**config.mk**
```make
export PLATFORM = sky130hd
export DESIGN_NAME = move_sequencer
export DESIGN_NICKNAME = d
export VERILOG_FILES = /design/src/rtl/move_sequencer.sv
export SDC_FILE = /design/constraint.sdc
export NUM_CORES = 1
export LEC_CHECK = 0
export CAP_MARGIN = 5
export CORE_MARGIN = 5
export CORE_UTILIZATION = 45
export DETAILED_ROUTE_END_ITERATION = 7
export HOLD_SLACK_MARGIN = 0.06
export PLACE_DENSITY = 0.65
export REMOVE_ABC_BUFFERS = 1
export SLEW_MARGIN = 20
export SYNTH_ARGS = -nofsm -noshare
export SYNTH_HDL_FRONTEND = slang
export SYNTH_SLANG_ARGS = --single-unit
```
**constraint.sdc**
```tcl
create_clock -name clk -period 3.3 [get_ports clk]
set_input_delay 0.33 -clock clk [delete_from_list [all_inputs] [get_ports clk]]
set_output_delay 0.33 -clock clk [all_outputs]
set_load 0.01 [all_outputs]
```
**src/rtl/move_sequencer.sv**
```systemverilog
// Connect4 move sequencer: accepts a column request, validates it against per-column heights,
// writes the piece, runs the win-check handshake and updates turn / game status.
module move_sequencer #(
    parameter int COLS  = 7,
    parameter int ROWS  = 6,
    parameter int COL_W = 3,
    parameter int ROW_W = 3,
    parameter int CNT_W = 6
) (
    input  logic             clk,
    input  logic             reset,
    input  logic             drop_req,
    input  logic [COL_W-1:0] drop_col,
    output logic             drop_ack,
    output logic             wr_en,
    output logic [ROW_W-1:0] wr_row,
    output logic [COL_W-1:0] wr_col,
    output logic             wr_player,
    output logic             chk_start,
    input  logic             chk_done,
    input  logic             chk_win,
    output logic             invalid_move,
    output logic             player_turn,
    output logic [1:0]       game_status,
    output logic             winner,
    output logic             busy
);

    typedef enum logic [2:0] {IDLE, VALIDATE, REJECT, WRITE, CHECK, OVER} state_t;

    localparam logic [1:0] ST_PLAY = 2'b00;
    localparam logic [1:0] ST_WIN  = 2'b01;
    localparam logic [1:0] ST_TIE  = 2'b10;

    state_t           state, state_nxt;
    logic [COL_W-1:0] col, col_nxt;
    logic [ROW_W-1:0] height [COLS];
    logic [ROW_W-1:0] height_nxt [COLS];
    logic [CNT_W-1:0] cnt, cnt_nxt;
    logic [1:0]       phase, phase_nxt;
    logic             turn_nxt, winner_nxt, ack_nxt, wr_en_nxt, chk_start_nxt, invalid_nxt;
    logic [1:0]       status_nxt;
    logic [ROW_W-1:0] wr_row_nxt;
    logic [COL_W-1:0] wr_col_nxt;
    logic             wr_player_nxt;
    logic             col_ok;

    assign col_ok = (col < COL_W'(COLS));
    assign busy   = (state != IDLE) && (state != OVER);

    always_comb begin
        state_nxt     = state;
        col_nxt       = col;
        height_nxt    = height;
        cnt_nxt       = cnt;
        phase_nxt     = phase;
        turn_nxt      = player_turn;
        winner_nxt    = winner;
        status_nxt    = game_status;
        ack_nxt       = 1'b0;
        wr_en_nxt     = 1'b0;
        chk_start_nxt = 1'b0;
        invalid_nxt   = 1'b0;
        wr_row_nxt    = wr_row;
        wr_col_nxt    = wr_col;
        wr_player_nxt = wr_player;
        case (state)
            IDLE: begin
                if (drop_req) begin
                    col_nxt   = drop_col;
                    ack_nxt   = 1'b1;
                    state_nxt = VALIDATE;
                end
            end
            VALIDATE: begin
                if (!col_ok || height[col] == ROW_W'(ROWS))
                    state_nxt = REJECT;
                else
                    state_nxt = WRITE;
            end
            REJECT: begin
                invalid_nxt = 1'b1;
                state_nxt   = IDLE;
            end
            WRITE: begin
                wr_en_nxt       = 1'b1;
                wr_row_nxt      = height[col];
                wr_col_nxt      = col;
                wr_player_nxt   = player_turn;
                height_nxt[col] = height[col] + ROW_W'(1);
                cnt_nxt         = cnt + CNT_W'(1);
                phase_nxt       = 2'd0;
                state_nxt       = CHECK;
            end
            CHECK: begin
                // phase 0 issues chk_start, phase 1 skips the start cycle's chk_done
                case (phase)
                    2'd0: begin
                        chk_start_nxt = 1'b1;
                        phase_nxt     = 2'd1;
                    end
                    2'd1: phase_nxt = 2'd2;
                    default: begin
                        if (chk_done) begin
                            if (chk_win) begin
                                status_nxt = ST_WIN;
                                winner_nxt = player_turn;
                                state_nxt  = OVER;
                            end else if (cnt == CNT_W'(ROWS * COLS)) begin
                                status_nxt = ST_TIE;
                                state_nxt  = OVER;
                            end else begin
                                turn_nxt  = ~player_turn;
                                state_nxt = IDLE;
                            end
                        end
                    end
                endcase
            end
            OVER: ;
            default: state_nxt = IDLE;
        endcase
    end

    always_ff @(posedge clk) begin
        if (!reset) begin
            state        <= IDLE;
            height       <= '{default: '0};
            cnt          <= '0;
            phase        <= 2'd0;
            player_turn  <= 1'b0;
            winner       <= 1'b0;
            game_status  <= ST_PLAY;
            drop_ack     <= 1'b0;
            wr_en        <= 1'b0;
            chk_start    <= 1'b0;
            invalid_move <= 1'b0;
        end else begin
            state        <= state_nxt;
            height       <= height_nxt;
            cnt          <= cnt_nxt;
            phase        <= phase_nxt;
            player_turn  <= turn_nxt;
            winner       <= winner_nxt;
            game_status  <= status_nxt;
            drop_ack     <= ack_nxt;
            wr_en        <= wr_en_nxt;
            chk_start    <= chk_start_nxt;
            invalid_move <= invalid_nxt;
        end
    end

    // Latched column and write-port payload carry no reset; they are qualified by strobes.
    always_ff @(posedge clk) begin
        col       <= col_nxt;
        wr_row    <= wr_row_nxt;
        wr_col    <= wr_col_nxt;
        wr_player <= wr_player_nxt;
    end

endmodule

```
==> impl_metrics.csv, run 1 <==
group,metric,value,unit
synth,synth_top_area_cell,"dfxtp_1",
floorplan,dieWidth,82.1,um
sta,slew_violations,0,
route,drc,0,
sta,layout_worst_path_cycle_share,0.750,
floorplan,dieArea,6740,um2
critical_path,crit_type,"reg2reg",
global_routing,antenna_found_initial,0,
synth,synth_seq_cells,50,
power_and_ir_drop,comb_power_share,0.092,
critical_path,end_kind,"register",
critical_path,cp_cell_sequence,"mux4_2 > mux2_2 > ha_1 > nor2b_1 > o211ai_1 > o221ai_1",
finish,ff_latch_area,1100,um2
clock_tree,cts_root_buf,"clkbuf_8",
finish,areaGrowthSynthToFinish,15.1,%
synth,syn_area_per_cell,9.92,um2
route,vias,1773,
finish,multiInputGateArea,1140,um2
status,status,"finished clean",
route,drtAntennaViolNets,0,
floorplan,coreArea,5070,um2
critical_path,startpoint,"col[2]$_DFFE_PP_",
power_and_ir_drop,p_int,0.859,mW
synth,synth-async-reset-ratio,0,
worst_hold_path,hp-start,"height[9]$_SDFFE_PN0P_",
finish,drive_above_1_share,0.0938,
power_and_ir_drop,p_leak,1.05,nW
critical_path,cp.arrival,2700,ps
clock_tree,cts.repair.resized,0,
critical_path,reg2regPathDepth,6,
global_routing,grtUsageTotal,0.157,
finish,final_nets,267,
critical_path,slowest_stage,"edfxtp_1",
finish,fill_cells,502,
synth,synthesis.area,2340,um2
synth,synth_warnings,0,
synth,synth.area.top_cells,"dfxtp_1 34%, edfxtp_1 13%, nand2_1 6.4%",
placement,dp.cells,318,
finish,instances_no_fill,326,
synth,synth_edf_count,10,
finish,antenna_cells,0,
sta,fmax,404,MHz
critical_path,crit_fanout,12,
synth,synthDistinctLibCells,49,
floorplan,start_util,0.461,
sta,relSlewSlack,0.368,
global_routing,use_met2,0.230,
synth,synth_cells,236,
sta,timing.final.ws_setup,825,ps
floorplan,ioPinCount,24,
worst_hold_path,worstHoldPathType,"reg2reg",
route,wl_per_cell,14.4,um
clock_tree,postCtsHoldBufs,0,
synth,seq_area_frac_synth,0.470,
placement,gp_congestion,0.820,
floorplan,die_h,82.1,um
clock_tree,clk_pin_slew,80,ps
global_routing,top_usage_layer,"met2",
sta,clock_skew,3.53,ps
route,via_per_inst,5.44,
placement,dpl.hpwl,3330,um
route,drt_iter0_drc,105,
clock_tree,h-tree-depth,2,
synth,synth_flop_cell,"dfxtp_1",
sta,rsz0062_at_grt,"false",
flow_run,drv_cap,0,
worst_hold_path,worstHoldPathCells,2,
route,drt_wl_total,4710,um
clock_tree,clkLatencyLatePin,300,ps
global_routing,use_met1,0.215,
sta,tightest_slew,940,ps
sta,tns,0,ps
floorplan,std_cell_rows,26,
power_and_ir_drop,p_clk_frac,0.321,
route,first_pass_iters,4,
clock_tree,clock_sinks,50,
critical_path,critPathMaxStageDelay,630,ps
critical_path,start_kind,"register",
power_and_ir_drop,switching_share,0.242,
placement,io_buffer_count,23,
clock_tree,cts_setup_buffers,0,
placement,pre_cts_ws,856,ps
sta,finalSetupViolCount,0,
clock_tree,tritoncts,"done",
power_and_ir_drop,power.density,421,nW/um2
global_routing,grt_pass1_wl,7920,um
global_routing,grt_overflow_total,0,
global_routing,grt_pass1_vias,1600,
power_and_ir_drop,ir_worst_vdd,0.000329,V
sta,hold_viol,0,
global_routing,met3_usage,0.0412,
critical_path,required,3520,ps
power_and_ir_drop,seqPwrFrac,0.587,
global_routing,grt_max_degree,41,
critical_path,worstReg2RegStart,"col[2]$_DFFE_PP_",
clock_tree,cts_inserted_buffers,5,
sta,min_period,2470,ps
power_and_ir_drop,p_sw,0.275,mW
synth,yosysTopAreaCellShare,0.342,
clock_tree,cts.path.max_buffers,2,
-- sequential cells by signal, summed over array words and instances (netlist names) --
register,cells
drop_ack,1
wr_row,3
wr_en,1
invalid_move,1
game_status,2
winner,1
player_turn,1
wr_player,1
chk_start,1
col,3
phase,2
wr_col,3
state,3
cnt,6
height,21
-- power groups by stage --
stage | registers (mW) | logic (mW) | clock network, mW
after global placement | 0.680 | 0.105 | 0
after global routing | 0.669 | 0.114 | 0.404
final | 0.665 | 0.104 | 0.364
after CTS | 0.665 | 0.106 | 0.378
after detailed placement | 0.680 | 0.105 | 0
after floorplan | 0.679 | 0.0530 | 0
-- cell usage after synthesis (2+ instances only) --
cell type / number
nor2b_1: 4
mux4_2: 2
a311o_1: 5
xnor2_1: 5
o2111ai_1: 2
o21ai_1: 3
nand2_1: 40
buf_2: 3
o22ai_1: 3
nand4b_1: 3
edfxtp_1: 10
o221ai_1: 2
and3_1: 2
mux2i_1: 6
nor2_1: 13
dfxtp_1: 40
nor3b_1: 2
nor4b_1: 5
inv_1: 6
nor3_1: 2
a21boi_0: 3
o211a_1: 9
o211ai_1: 5
o22ai_2: 5
or2_2: 2
a21oi_1: 4
nand2b_1: 4
ha_1: 4
nand3_1: 5
nand4_1: 2
buf_6: 2
clkbuf_1: 6
and2_1: 6
nor3_2: 3
o21ai_0: 4
-- metrics by stage --
step	utilization	hold WS, ps	total power, mW	cell area, um2
2_1_floorplan	-	429	0.732	2270
3_3_place_gp	0.513	466	0.784	2600
3_5_place_dp	0.513	470	0.785	2600
4_1_cts	0.531	484	1.15	2690
5_1_grt	0.531	514	1.19	2690
6_report	0.531	485	1.13	2690
-- layout make-up --
class,count,share of cell area
clock buffers,7,0.0320
clock inverters,1,0.00186
inverters,7,0.00975
multi-input cells,166,0.424
flip-flops and latches,50,0.409
well taps,70,0.0325
repair buffers,25,0.0910
-- path summary, 6_finish.rpt --
| path | end | slack [ps] |
|---|---|---|
| max | height[5]$_SDFFE_PN0P_ | 830 |
| min | height[9]$_SDFFE_PN0P_ | 480 |
| max reg2reg | height[5]$_SDFFE_PN0P_ | 830 |
| min reg2reg | height[9]$_SDFFE_PN0P_ | 480 |
-- logic make-up (layout without fill, tap and decap cells) --
kind of cell,after synthesis,in the layout,synth area share
xor+xnor,5,5,0.0187
mux,10,10,0.0561
buf+inv,20,40,0.0417
compound gates,47,47,0.165
simple gates,100,100,0.227
flops,50,50,0.470
fa+ha+maj,4,4,0.0214
-- routing by layer --
metal	vias up	part of all wire	wire length [um]
li1	893	-	-
met1	830	0.49	2290
met2	43	0.44	2050
met3	7	0.059	278
met4	0	0.019	91
met5	-	0	0
-- placed cells by master (no fill, tap or decap), types with 3 or more instances in the layout --
cell             count
nand2_1             40
dfxtp_1             40
clkdlybuf4s50_1     23
nor2_1              13
edfxtp_1            10
o211a_1              9
inv_1                6
mux2i_1              6
and2_1               6
clkbuf_8             6
o22ai_2              5
nand3_1              5
o211ai_1             5
nor4b_1              5
a311o_1              5
xnor2_1              5
nand2b_1             4
a21oi_1              4
o21ai_0              4
nor2b_1              4
ha_1                 4
o22ai_1              3
nand4b_1             3
o21ai_1              3
nor3_2               3
a21boi_0             3
-- worst max-delay path: cells and delay by family (launching register included) --
family	cells	cell delay (ps)
and+or+nand+nor	1	420
AOI/OAI and AO/OA	2	260
adders and majority gates	1	230
muxes	2	850
DFF	1	630
No activity file was read; power rests on OpenSTA's default activity.
==> inputs of run 2 (changes only) <==
==> constraint.sdc (replaced) <==
create_clock -name clk -period 2.4 [get_ports clk]
set_input_delay 0.24 -clock clk [delete_from_list [all_inputs] [get_ports clk]]
set_output_delay 0.24 -clock clk [all_outputs]
set_load 0.01 [all_outputs]
==> run 2 against run 1 <==
Against the previous run:
- sequential cell count unchanged
- critical path depth rose by 2
- clock skew is 7.2 ps higher
- worst hold slack better by 6.1 ps
- core utilization up 2.1 points
- sequential power up 36%
- non-clock buffer count is 12 higher
- global-route usage rose by 0.22 points
- sequential share of layout area down 1.5 points
- routed wire length up 3.1%
- design area up 3.9%
- setup slack got worse by 540 ps
==> impl_metrics.csv, run 2 (same netlist as run 1, synthesis figures left out) <==
group,metric,value,unit
status,status,"finished clean",
finish,final_nets,279,
worst_hold_path,whs_endpoint,"col[1]$_DFFE_PP_",
global_routing,grt_max_degree,28,
clock_tree,clk_pin_slew,80,ps
finish,areaGrowthSynthToFinish,19.6,%
placement,io_buffer_count,23,
clock_tree,cts_root_buf,"clkbuf_8",
clock_tree,h-tree-depth,2,
route,drtAntennaViolNets,0,
clock_tree,clkLatencyLatePin,310,ps
power_and_ir_drop,seqPwrFrac,0.562,
clock_tree,cts_inserted_buffers,5,
floorplan,dieArea,6740,um2
power_and_ir_drop,p_int,1.22,mW
power_and_ir_drop,comb_power_share,0.102,
finish,fill_cells,495,
critical_path,startpoint,"col[2]$_DFFE_PP_",
critical_path,reg2regPathDepth,8,
critical_path,start_kind,"register",
critical_path,critPathBufInv,1,
flow_run,drv_cap,0,
route,first_pass_iters,4,
critical_path,cp.arrival,2370,ps
route,drt_wl_total,4850,um
critical_path,reg2reg_to,"height[11]$_SDFFE_PN0P_",
placement,gp_congestion,0.788,
route,vias,1794,
power_and_ir_drop,ir_worst_vdd,0.000413,V
power_and_ir_drop,fin_total_pwr,1.61,mW
finish,antenna_cells,0,
sta,min_period,2120,ps
critical_path,end_kind,"register",
floorplan,dieWidth,82.1,um
worst_hold_path,worstHoldPathCells,1,
sta,tns,0,ps
finish,reg_top3,"height (21), cnt (6)",
critical_path,required,2650,ps
global_routing,grt_pass1_wl,8190,um
sta,hold_viol,0,
global_routing,grt_pass1_vias,1668,
route,via_per_inst,5.31,
floorplan,coreArea,5070,um2
sta,finalSetupViolCount,0,
power_and_ir_drop,power.density,576,nW/um2
route,drc,0,
route,drt_iter0_drc,108,
critical_path,crit_type,"reg2reg",
critical_path,critPathMaxStageDelay,410,ps
clock_tree,tritoncts,"done",
worst_hold_path,hp-start,"drop_col[1]",
sta,hold_slack,491,ps
finish,final_cell_mix,"40 x nand2_1, 40 x dfxtp_1, 23 x clkdlybuf4s50_1, 14 x buf_4, 13 x nor2_1",
clock_tree,postCtsHoldBufs,0,
sta,fmax,472,MHz
sta,rsz0062_at_grt,"false",
finish,largest_reg_flops,21,
floorplan,start_util,0.461,
sta,tightest_slew,615,ps
power_and_ir_drop,p_clk_frac,0.335,
route,wl_per_cell,14.4,um
critical_path,crit_family,"simple AND/OR/NAND/NOR gates",
power_and_ir_drop,p_leak,1.12,nW
finish,drive_above_1_share,0.142,
clock_tree,clock_sinks,50,
floorplan,ioPinCount,24,
power_and_ir_drop,p_sw,0.390,mW
critical_path,slowest_stage,"edfxtp_1",
global_routing,grtUsageTotal,0.159,
critical_path,reg2reg_slack,280,ps
sta,relSlewSlack,0.587,
power_and_ir_drop,switching_share,0.242,
clock_tree,cts_setup_buffers,0,
global_routing,grt_overflow_total,0,
placement,dpl.hpwl,3570,um
clock_tree,cts.path.max_buffers,2,
critical_path,worstReg2RegStart,"col[2]$_DFFE_PP_",
finish,top_register,"height",
global_routing,antenna_found_initial,0,
sta,layout_worst_path_cycle_share,0.883,
floorplan,std_cell_rows,26,
floorplan,die_h,82.1,um
sta,slew_violations,0,
worst_hold_path,worstHoldPathType,"in2reg",
sta,clock_skew,10.8,ps
critical_path,cp_cell_sequence,"buf_4 > nand2b_1 > o22ai_1 > mux2_2 > ha_1 > nand2_1 > nor4b_1 > a311o_1",
critical_path,crit_fanout,11,
run 2: changes by cell type in the layout (fill, tap and decap cells not counted):
cell / before / now
clkbuf_16: 0 / 1
nor2b_2: 0 / 1
buf_4: 2 / 14
clkbuf_1: 1 / 0
clkinv_2: 1 / 2
nor2b_1: 4 / 3
clkbuf_8: 6 / 5
run 2: power groups by stage:
stage	logic (mW)	clock network (mW)	registers, mW
after floorplan	0.0728	0	0.934
after global placement	0.163	0	0.927
after detailed placement	0.166	0	0.927
after CTS	0.167	0.553	0.907
after global routing	0.180	0.593	0.914
final	0.165	0.541	0.907
run 2: metal layers:
| layer | track usage | vias up | part of all wire |
|---|---|---|---|
| li1 | - | 913 | - |
| met1 | 0.218 | 835 | 0.48 |
| met2 | 0.242 | 37 | 0.45 |
| met3 | 0.0412 | 9 | 0.055 |
| met4 | 0.0532 | 0 | 0.017 |
| met5 | 0 | - | 0 |
run 2: final cells by class:
class,count,area (um2),area share
inverter,7,26.3,0.00939
sequential,50,1100,0.393
multi-input combinational,166,1140,0.409
clock inverter,2,10.0,0.00358
tap,70,87.6,0.0313
clock buffer,6,93.8,0.0335
timing repair buffer,37,335,0.120
run 2: what timing repair did:
action,in CTS,in global routing
endpoints found under the hold margin,0,0
endpoints found under the setup margin,0,1
resized for setup,0,1
run 2: worst max-delay path by stage:
stage | end | slack, ps | depth (start not counted)
detailed placement | height[14]$_SDFFE_PN0P_ | 210 | 6
floorplan | height[14]$_SDFFE_PN0P_ | 30 | 6
CTS | height[14]$_SDFFE_PN0P_ | 190 | 6
global route | height[8]$_SDFFE_PN0P_ | 80 | 8
global placement | height[14]$_SDFFE_PN0P_ | 260 | 6
finish | height[11]$_SDFFE_PN0P_ | 280 | 8
run 2: through the flow:
step | worst slack, ps | std cells | util | instance area (um2)
after floorplan | 27.2 | 223 | - | 2270
after global placement | 256 | 330 | 0.531 | 2690
after detailed placement | 214 | 330 | 0.531 | 2690
after CTS | 191 | 338 | 0.551 | 2800
after global routing | 82.6 | 338 | 0.552 | 2800
final | 281 | 338 | 0.552 | 2800
==> inputs of run 3 (changes only) <==
--- a/config.mk
+++ b/config.mk
@@ -9,9 +9,9 @@
 export CORE_MARGIN = 5
 export CORE_UTILIZATION = 45
 export DETAILED_ROUTE_END_ITERATION = 7
-export HOLD_SLACK_MARGIN = 0.06
 export PLACE_DENSITY = 0.65
 export REMOVE_ABC_BUFFERS = 1
+export SKIP_CTS_REPAIR_TIMING = 1
 export SLEW_MARGIN = 20
 export SYNTH_ARGS = -nofsm -noshare
 export SYNTH_HDL_FRONTEND = slang
==> results of run 3 <==
No change in the layout: final DEF, timing and power equal those of run 2.
